$ cat src/rtl/mux_rr_nxw.sv
// mux_rr_nxw: N-channel by WIDTH-bit valid/ready multiplexer with a one-entry
// registered output stage.
//
// Channel selection:
//   mode = 0 : explicit, the channel named by sel is granted (none if sel >= N)
//   mode = 1 : round-robin, first valid channel scanning from ptr upward
//
// Build option:
//   MUX_RR_NXW_RR_EN  defined   -> round-robin mode and the rotation pointer exist
//                     undefined -> mode is ignored, explicit select only
//
// At most one in_ready bit is high per cycle, and only when the output register
// can take a word, i.e. when it is empty or being drained on the same edge.
// A drain and a load on the same edge keep out_valid high with the new word, so
// a continuously ready consumer sees one word per cycle.
module mux_rr_nxw #(
   parameter  int WIDTH = 32,
   parameter  int N     = 4,
   localparam int SELW  = $clog2(N)
) (
   input  logic                      clk,
   input  logic                      reset,
   input  logic [N-1:0][WIDTH-1:0]   in_data,
   input  logic [N-1:0]              in_valid,
   output logic [N-1:0]              in_ready,
   input  logic [SELW-1:0]           sel,
   input  logic                      mode,
   output logic [WIDTH-1:0]          out_data,
   output logic [SELW-1:0]           out_chan,
   output logic                      out_valid,
   input  logic                      out_ready
);

   logic [SELW-1:0]  grant;
   logic             grant_ok;
   logic             can_load;
   logic             xfer;
   logic [WIDTH-1:0] grant_data;

   logic [31:0]      sel_ext;
   logic             sel_ok;

   // Explicit select is only a grant when sel names an existing channel; this
   // matters when N is not a power of two.
   assign sel_ext = 32'(sel);
   assign sel_ok  = (sel_ext < 32'(N));

`ifdef MUX_RR_NXW_RR_EN

   logic [SELW-1:0] ptr;
   logic [SELW-1:0] ptr_next;
   logic [SELW-1:0] rr_idx;
   logic            rr_ok;

   // Round-robin scan: first valid channel at or after ptr, modulo N.
   // Walking the offsets from high to low leaves the smallest offset as winner.
   always_comb begin
      int j;
      j      = 0;
      rr_idx = '0;
      rr_ok  = 1'b0;
      for (int i = N - 1; i >= 0; i--) begin
         j = int'(ptr) + i;
         if (j >= N) begin
            j = j - N;
         end
         if (in_valid[j]) begin
            rr_idx = SELW'(j);
            rr_ok  = 1'b1;
         end
      end
   end

   // Choose the grant source from the current mode; out-of-range selects
   // collapse to index 0 so the data mux never sees an unused index.
   always_comb begin
      grant    = '0;
      grant_ok = 1'b0;
      if (mode) begin
         grant    = rr_idx;
         grant_ok = rr_ok;
      end else if (sel_ok) begin
         grant    = sel;
         grant_ok = 1'b1;
      end
   end

   // Pointer moves past the channel that was just served, wrapping at N-1.
   always_comb begin
      ptr_next = grant + SELW'(1);
      if (32'(grant) == 32'(N - 1)) begin
         ptr_next = '0;
      end
   end

   // Rotation pointer advances only on a round-robin transfer; it survives
   // mode changes so switching back resumes the rotation where it stopped.
   always_ff @(posedge clk) begin
      if (reset) begin
         ptr <= '0;
      end else if (xfer && mode) begin
         ptr <= ptr_next;
      end
   end

`else

   // mode has no effect in the explicit-only build.
   logic unused_mode;
   assign unused_mode = mode;

   // Explicit-only grant; out-of-range selects grant nothing.
   always_comb begin
      grant    = '0;
      grant_ok = 1'b0;
      if (sel_ok) begin
         grant    = sel;
         grant_ok = 1'b1;
      end
   end

`endif

   assign can_load = !out_valid || out_ready;

   // One-hot accept towards the granted channel, suppressed during reset so a
   // producer never believes a word was taken while the register is clearing.
   always_comb begin
      in_ready = '0;
      if (grant_ok && can_load && !reset) begin
         in_ready[grant] = 1'b1;
      end
   end

   assign xfer       = |(in_ready & in_valid);
   assign grant_data = in_data[grant];

   // Output register: reset wins, then load (also covers drain-and-load),
   // then a plain drain; otherwise the held word stays put.
   always_ff @(posedge clk) begin
      if (reset) begin
         out_valid <= 1'b0;
         out_data  <= '0;
         out_chan  <= '0;
      end else if (xfer) begin
         out_valid <= 1'b1;
         out_data  <= grant_data;
         out_chan  <= grant;
      end else if (out_valid && out_ready) begin
         out_valid <= 1'b0;
      end
   end

endmodule

$ cat config.mk
export PLATFORM = sky130hd
export DESIGN_NAME = mux_rr_nxw
export DESIGN_NICKNAME = d
export VERILOG_FILES = /design/src/rtl/mux_rr_nxw.sv
export SDC_FILE = /design/constraint.sdc
export NUM_CORES = 1
export LEC_CHECK = 0
export BUFFER_PORTS_ARGS = -buffer_cell sky130_fd_sc_hd__clkbuf_2
export CORE_MARGIN = 2
export CORE_UTILIZATION = 45
export DETAILED_ROUTE_END_ITERATION = 8
export HOLD_SLACK_MARGIN = 0.02
export PLACE_DENSITY = 0.9
export SETUP_SLACK_MARGIN = 0.15
export SYNTH_ARGS = -nofsm -noshare
export SYNTH_HDL_FRONTEND = slang
export SYNTH_SLANG_ARGS = --single-unit
$ cat constraint.sdc
create_clock -name clk -period 2.6 [get_ports clk]
set_input_delay 0.13 -clock clk [delete_from_list [all_inputs] [get_ports clk]]
set_output_delay 0.13 -clock clk [all_outputs]
set_load 0.01 [all_outputs]
==> flow_summary_export.csv, run 1 <==
group,metric,value,unit
grt,grt_use_total,23.1,%
grt,grt_pass1_wl,11400,microns
worst_setup_path,path_max_fanout,68,
finish,antenna_cells,0,
cts,post_cts_buffers,0,
synth,synth_seq_area_share,27.6,%
route,drc,0,
die,fp.dieArea,0.00627,sq mm
cts,cts_tree,"yes",
sta,clock_skew,3.18,ps
min_path,worst_hold_path_type,"input pin to register",
power_and_ir_drop,irDropWorstVdd,0.246,mV
cts,clock_path_buffers,2,
worst_setup_path,crit_path_start_kind,"input pin",
power_and_ir_drop,p_per_area,410,mW/mm^2
cts,cts-root-buf,"clkbuf_8",
power_and_ir_drop,power.leakage,1.53,nW
sta,slew_headroom,19.3,%
sta,max_freq,600,MHz
sta,drv_slew,0,
worst_setup_path,crit_type,"input pin to register",
finish,nets,539,
place,port-buffer-count,175,
grt,antenna_found_initial,0,
worst_setup_path,end_kind,"register",
place,dpl.hpwl,5380,microns
worst_setup_path,critPathSlowestCell,"mux4_2",
die,core_area,0.00547,sq mm
sta,worst_slack,933,ps
cts,clk_pin_slew,70,ps
sta,hold_slack,176,ps
sta,tightest_slew,1210,ps
run,cap_violations,0,
cts,clkLatencyLatePin,270,ps
synth,synth_top_cell_by_area,"mux4_2",
synth,syn-cell-area,0.00254,sq mm
synth,synthCells,246,
route,ant_nets,0,
cts,numCtsBuffers,5,
cts,htreeDepth,2,
synth,ys_types,22,
die,placementRows,27,
sta,tns,0,ps
synth,yosysWarnings,0,
place,placed_cell_area,0.00338,sq mm
outcome,status,"finished, final reports clean",
route,first_iter_violations,108,
sta,grt_setup_unrepaired,"no",
die,die_h,79.2,microns
route,routedWlPerCell,15.4,microns
finish,drive_gt1_share,59.0,%
grt,grt_pass1_vias,2617,
worst_setup_path,cp.arrival,1850,ps
worst_setup_path,crit_chain,"clkbuf_2, mux4_2, a31oi_1, a211oi_1",
route,wl,7290,microns
place,routabilityCongestion,0.789,
cts,post_cts_resized,0,
synth,syn_avg_cell_area,10.3,sq um
sta,hold_viol,0,
sta,finalSetupViolCount,0,
finish,seq_area,701,sq um
finish,stdcell_area,0.00346,sq mm
worst_setup_path,cp.required,2790,ps
sta,timing.final.crit_period,1670,ps
synth,netlist_top_cells_area,"mux4_2 (29%), dfxtp_1 (28%), a31o_1 (11%), nand4_1 (8.1%), inv_1 (5.0%)",
finish,final_common_cell,"clkbuf_2",
route,num_vias,2638,
synth,yosys.area.top_type_share,29.2,%
finish,multi_input_area,0.00153,sq mm
route,firstDrtPassIters,4,
finish,final_cell_mix,"clkbuf_2 (175), dfxtp_1 (35)",
die,die_w,79.2,microns
cts,postCtsHoldBufs,0,
sta,post-route-period-util,64.1,%
grt,overflow,0,
finish,area_delta_synth_final,36.2,%
die,start_util,46.5,%
synth,synth_nets,384,
place,place_ws,721,ps
route,vias_per_cell,5.57,
cts,clock_sinks,35,
finish,fillers,488,
synth,ys_ff_latch,35,
die,io_pins,177,
worst_setup_path,worst_path_largest_cell_delay,1140,ps
grt,grt_max_degree,69,
-- cells in the mapped netlist --
master / count
a31o_1: 33
mux2_1: 1
clkbuf_1: 18
nor3b_1: 1
nand2b_1: 1
and2_1: 1
a21oi_1: 21
a21oi_2: 13
mux4_2: 33
buf_2: 8
inv_2: 1
nand4_1: 33
inv_1: 34
dfxtp_1: 35
buf_1: 1
and4_1: 1
a31oi_1: 1
nor2b_1: 1
a211oi_1: 1
buf_6: 5
and4b_1: 1
buf_4: 2
-- cells by family after synthesis --
logic type	count (synthesis)	synth area share, %
mux	34	29.7
buf+inv	69	12.4
simple gates	39	9.89
flops	35	27.6
compound gates	69	20.5
-- stage by stage --
stage                     utilization, %  std cells  total power, mW
after floorplan                        -        246            0.898
after global placement              61.8        466             1.04
after detailed placement            61.8        466             1.06
after CTS                           63.3        474             1.44
after global routing                63.3        474             1.51
final                               63.3        474             1.42
-- where the power goes --
group / internal [mW] / switching, mW / total, mW
clock network: 0.188 / 0.184 / 0.372
logic: 0.237 / 0.220 / 0.457
registers: 0.573 / 0.0183 / 0.591
total: 0.998 / 0.422 / 1.42
-- sequential cells by signal, summed over array words and instances, names as in the netlist --
register,count
out_data,32
out_chan,2
out_valid,1
-- worst max-delay path: cells and delay by family --
kind | cells | cell delay (ps)
muxes | 1 | 1140
AOI/OAI and AO/OA | 2 | 440
buffers and inverters | 1 | 100
-- final timing paths --
check / cells past startpoint / slack (ps) / endpoint / from
setup / recovery: 4 / 930 / out_chan[1]$_SDFFE_PP0P_ / sel[0]
hold / removal: 3 / 180 / out_chan[1]$_SDFFE_PP0P_ / in_valid[0]
setup reg to reg: 4 / 1300 / out_chan[1]$_SDFFE_PP0P_ / out_valid$_SDFFE_PP0P_
hold reg to reg: 3 / 530 / out_data[15]$_SDFFE_PP0P_ / out_data[15]$_SDFFE_PP0P_
-- layer usage --
layer	part of all wire [%]	up-vias	track usage (%)	wire [microns]
met5	0	-	0	0
met4	2.2	0	10.2	158
met3	5.7	16	2.84	414
met2	55	131	45.0	3980
met1	38	1232	24.6	2740
li1	-	1259	-	-
-- area by class of cell --
type | instances | share of cell area, %
multi-input cells | 142 | 44.2
repair buffers | 182 | 26.8
flip-flops and latches | 35 | 20.2
inverters | 35 | 3.79
well taps | 72 | 2.60
clock buffers | 7 | 2.20
clock inverters | 1 | 0.145
Power figures use the tool's default switching activity.
==> inputs of run 2 (changes only) <==
- CORE_UTILIZATION: 45 -> 42
- PLACE_DENSITY: 0.9 -> 0.85
- clock period: 2.6 -> 1.74 ns (I/O delays scaled with it)
==> run 2 against run 1 <==
Net effect:
- die area grew 6.8%
- design area grew 2.2%
- non-clock buffer count grew 3
- sequential share of layout area shrank 0.43 points
- routed wire length shrank 6.5%
- sequential power grew 49%
- worst setup slack lost 690 ps
- utilization shrank 3.2 points
- clock skew is essentially flat
- largest power group unchanged
==> flow_summary_export.csv, run 2 (synthesis results as in run 1) <==
group,metric,value,unit
outcome,status,"finished, final reports clean",
finish,fillers,530,
route,vias_per_cell,5.39,
die,placementRows,28,
grt,grt_max_degree,69,
cts,clk_pin_slew,70,ps
worst_setup_path,crit_path_start_kind,"register",
finish,final_common_cell,"clkbuf_2",
finish,drive_gt1_share,59.8,%
die,core_area,0.00589,sq mm
sta,finalSetupViolCount,0,
finish,top_regs,"out_data x32, out_chan x2, out_valid x1",
sta,grt_setup_unrepaired,"no",
cts,numCtsBuffers,5,
sta,post-route-period-util,86.1,%
grt,overflow,0,
cts,clock_path_buffers,2,
sta,worst_slack,243,ps
place,port-buffer-count,175,
finish,stdcell_count,480,
finish,largest_register_ffs,32,
route,wl,6820,microns
sta,drv_slew,0,
run,cap_violations,0,
place,dp.cells,472,
place,routabilityCongestion,0.705,
cts,clkLatencyLatePin,280,ps
cts,cts_tree,"yes",
finish,final_cell_mix,"clkbuf_2 (175), dfxtp_1 (35)",
finish,area_delta_synth_final,39.1,%
cts,htreeDepth,2,
route,drc,0,
sta,hold_viol,0,
worst_setup_path,cp_num_buf_inv,1,
worst_setup_path,crit_chain,"nand2b_2, nor3b_2, nor2b_1, clkbuf_2",
grt,grt_use_total,18.3,%
sta,clock_skew,3.42,ps
power_and_ir_drop,power.total,2.21,mW
sta,slew_headroom,69.9,%
sta,max_freq,668,MHz
power_and_ir_drop,p_per_area,626,mW/mm^2
worst_setup_path,critPathSlowestCell,"dfxtp_1",
worst_setup_path,path_max_fanout,12,
die,start_util,43.2,%
worst_setup_path,cp.required,1650,ps
die,die_h,81.8,microns
cts,post_cts_buffers,0,
worst_setup_path,end_kind,"primary output",
grt,antenna_found_initial,0,
die,fp.dieArea,0.00669,sq mm
sta,tns,0,ps
min_path,worst_hold_path_type,"input pin to register",
route,firstDrtPassIters,4,
cts,postCtsHoldBufs,0,
power_and_ir_drop,irDropWorstVdd,0.331,mV
worst_setup_path,cp_top_family,"simple AND/OR/NAND/NOR gates",
die,io_pins,177,
route,num_vias,2589,
worst_setup_path,worst_path_largest_cell_delay,320,ps
finish,antenna_cells,0,
worst_setup_path,cp.arrival,1410,ps
power_and_ir_drop,power.leakage,1.57,nW
finish,seq_area,701,sq um
finish,top_register,"out_data",
die,die_w,81.8,microns
sta,tightest_slew,452,ps
finish,multi_input_area,0.00154,sq mm
worst_setup_path,crit_type,"register to primary output",
grt,grt_pass1_wl,9590,microns
route,routedWlPerCell,14.2,microns
finish,nets,542,
place,dpl.hpwl,5250,microns
route,ant_nets,0,
route,first_iter_violations,82,
sta,timing.final.crit_period,1500,ps
place,place_ws,275,ps
cts,clock_sinks,35,
cts,cts-root-buf,"clkbuf_8",
grt,grt_pass1_vias,2281,
==> run 2: layout make-up <==
class	count	share of cell area, %
Clock buffer	8	2.83
Inverter	35	3.71
Multi-Input combinational cell	142	43.4
Sequential cell	35	19.8
Tap cell	75	2.65
Timing Repair Buffer	185	27.6
==> run 2: power breakdown <==
part | switching, mW | internal [mW]
clock network | 0.274 | 0.361
logic | 0.325 | 0.370
registers | 0.0270 | 0.856
==> run 2: path summary, 6_finish.rpt <==
kind | startpoint | to | slack, ps | cells after the start
max | out_valid$_SDFFE_PP0P_ | in_ready[0] | 240 | 4
min | in_valid[0] | out_chan[1]$_SDFFE_PP0P_ | 130 | 3
max reg2reg | out_valid$_SDFFE_PP0P_ | out_chan[1]$_SDFFE_PP0P_ | 470 | 4
min reg2reg | out_data[18]$_SDFFE_PP0P_ | out_data[18]$_SDFFE_PP0P_ | 530 | 3
==> run 2: what timing repair did <==
item                                   CTS  global route
endpoints found under the hold margin    0             0
setup endpoints to repair                0             2
gates resized for setup                  0             1
==> run 2: worst register-to-register path, stage by stage (launching register included) <==
cell	delay [ps]
dfxtp_1	320
nand2b_2	210
buf_4	320
a31oi_1	130
a211oi_1	210
==> run 2: metrics by stage <==
step                area [sq um]  util, %  hold WS (ps)
floorplan                   2540        -           298
global placement            3430     58.3           415
detailed placement          3430     58.3           418
CTS                         3530     60.0           122
global route                3540     60.1           149
finish                      3540     60.1           132
==> run 2: routing by layer <==
layer  global-route usage, %  share of wire, %  vias to the layer above
met5                       0                 0                        -
met4                    4.50              0.51                        0
met3                    3.96               7.7                        2
met2                    36.3                54                      111
met1                    19.3                37                     1210
li1                        -                 -                     1266
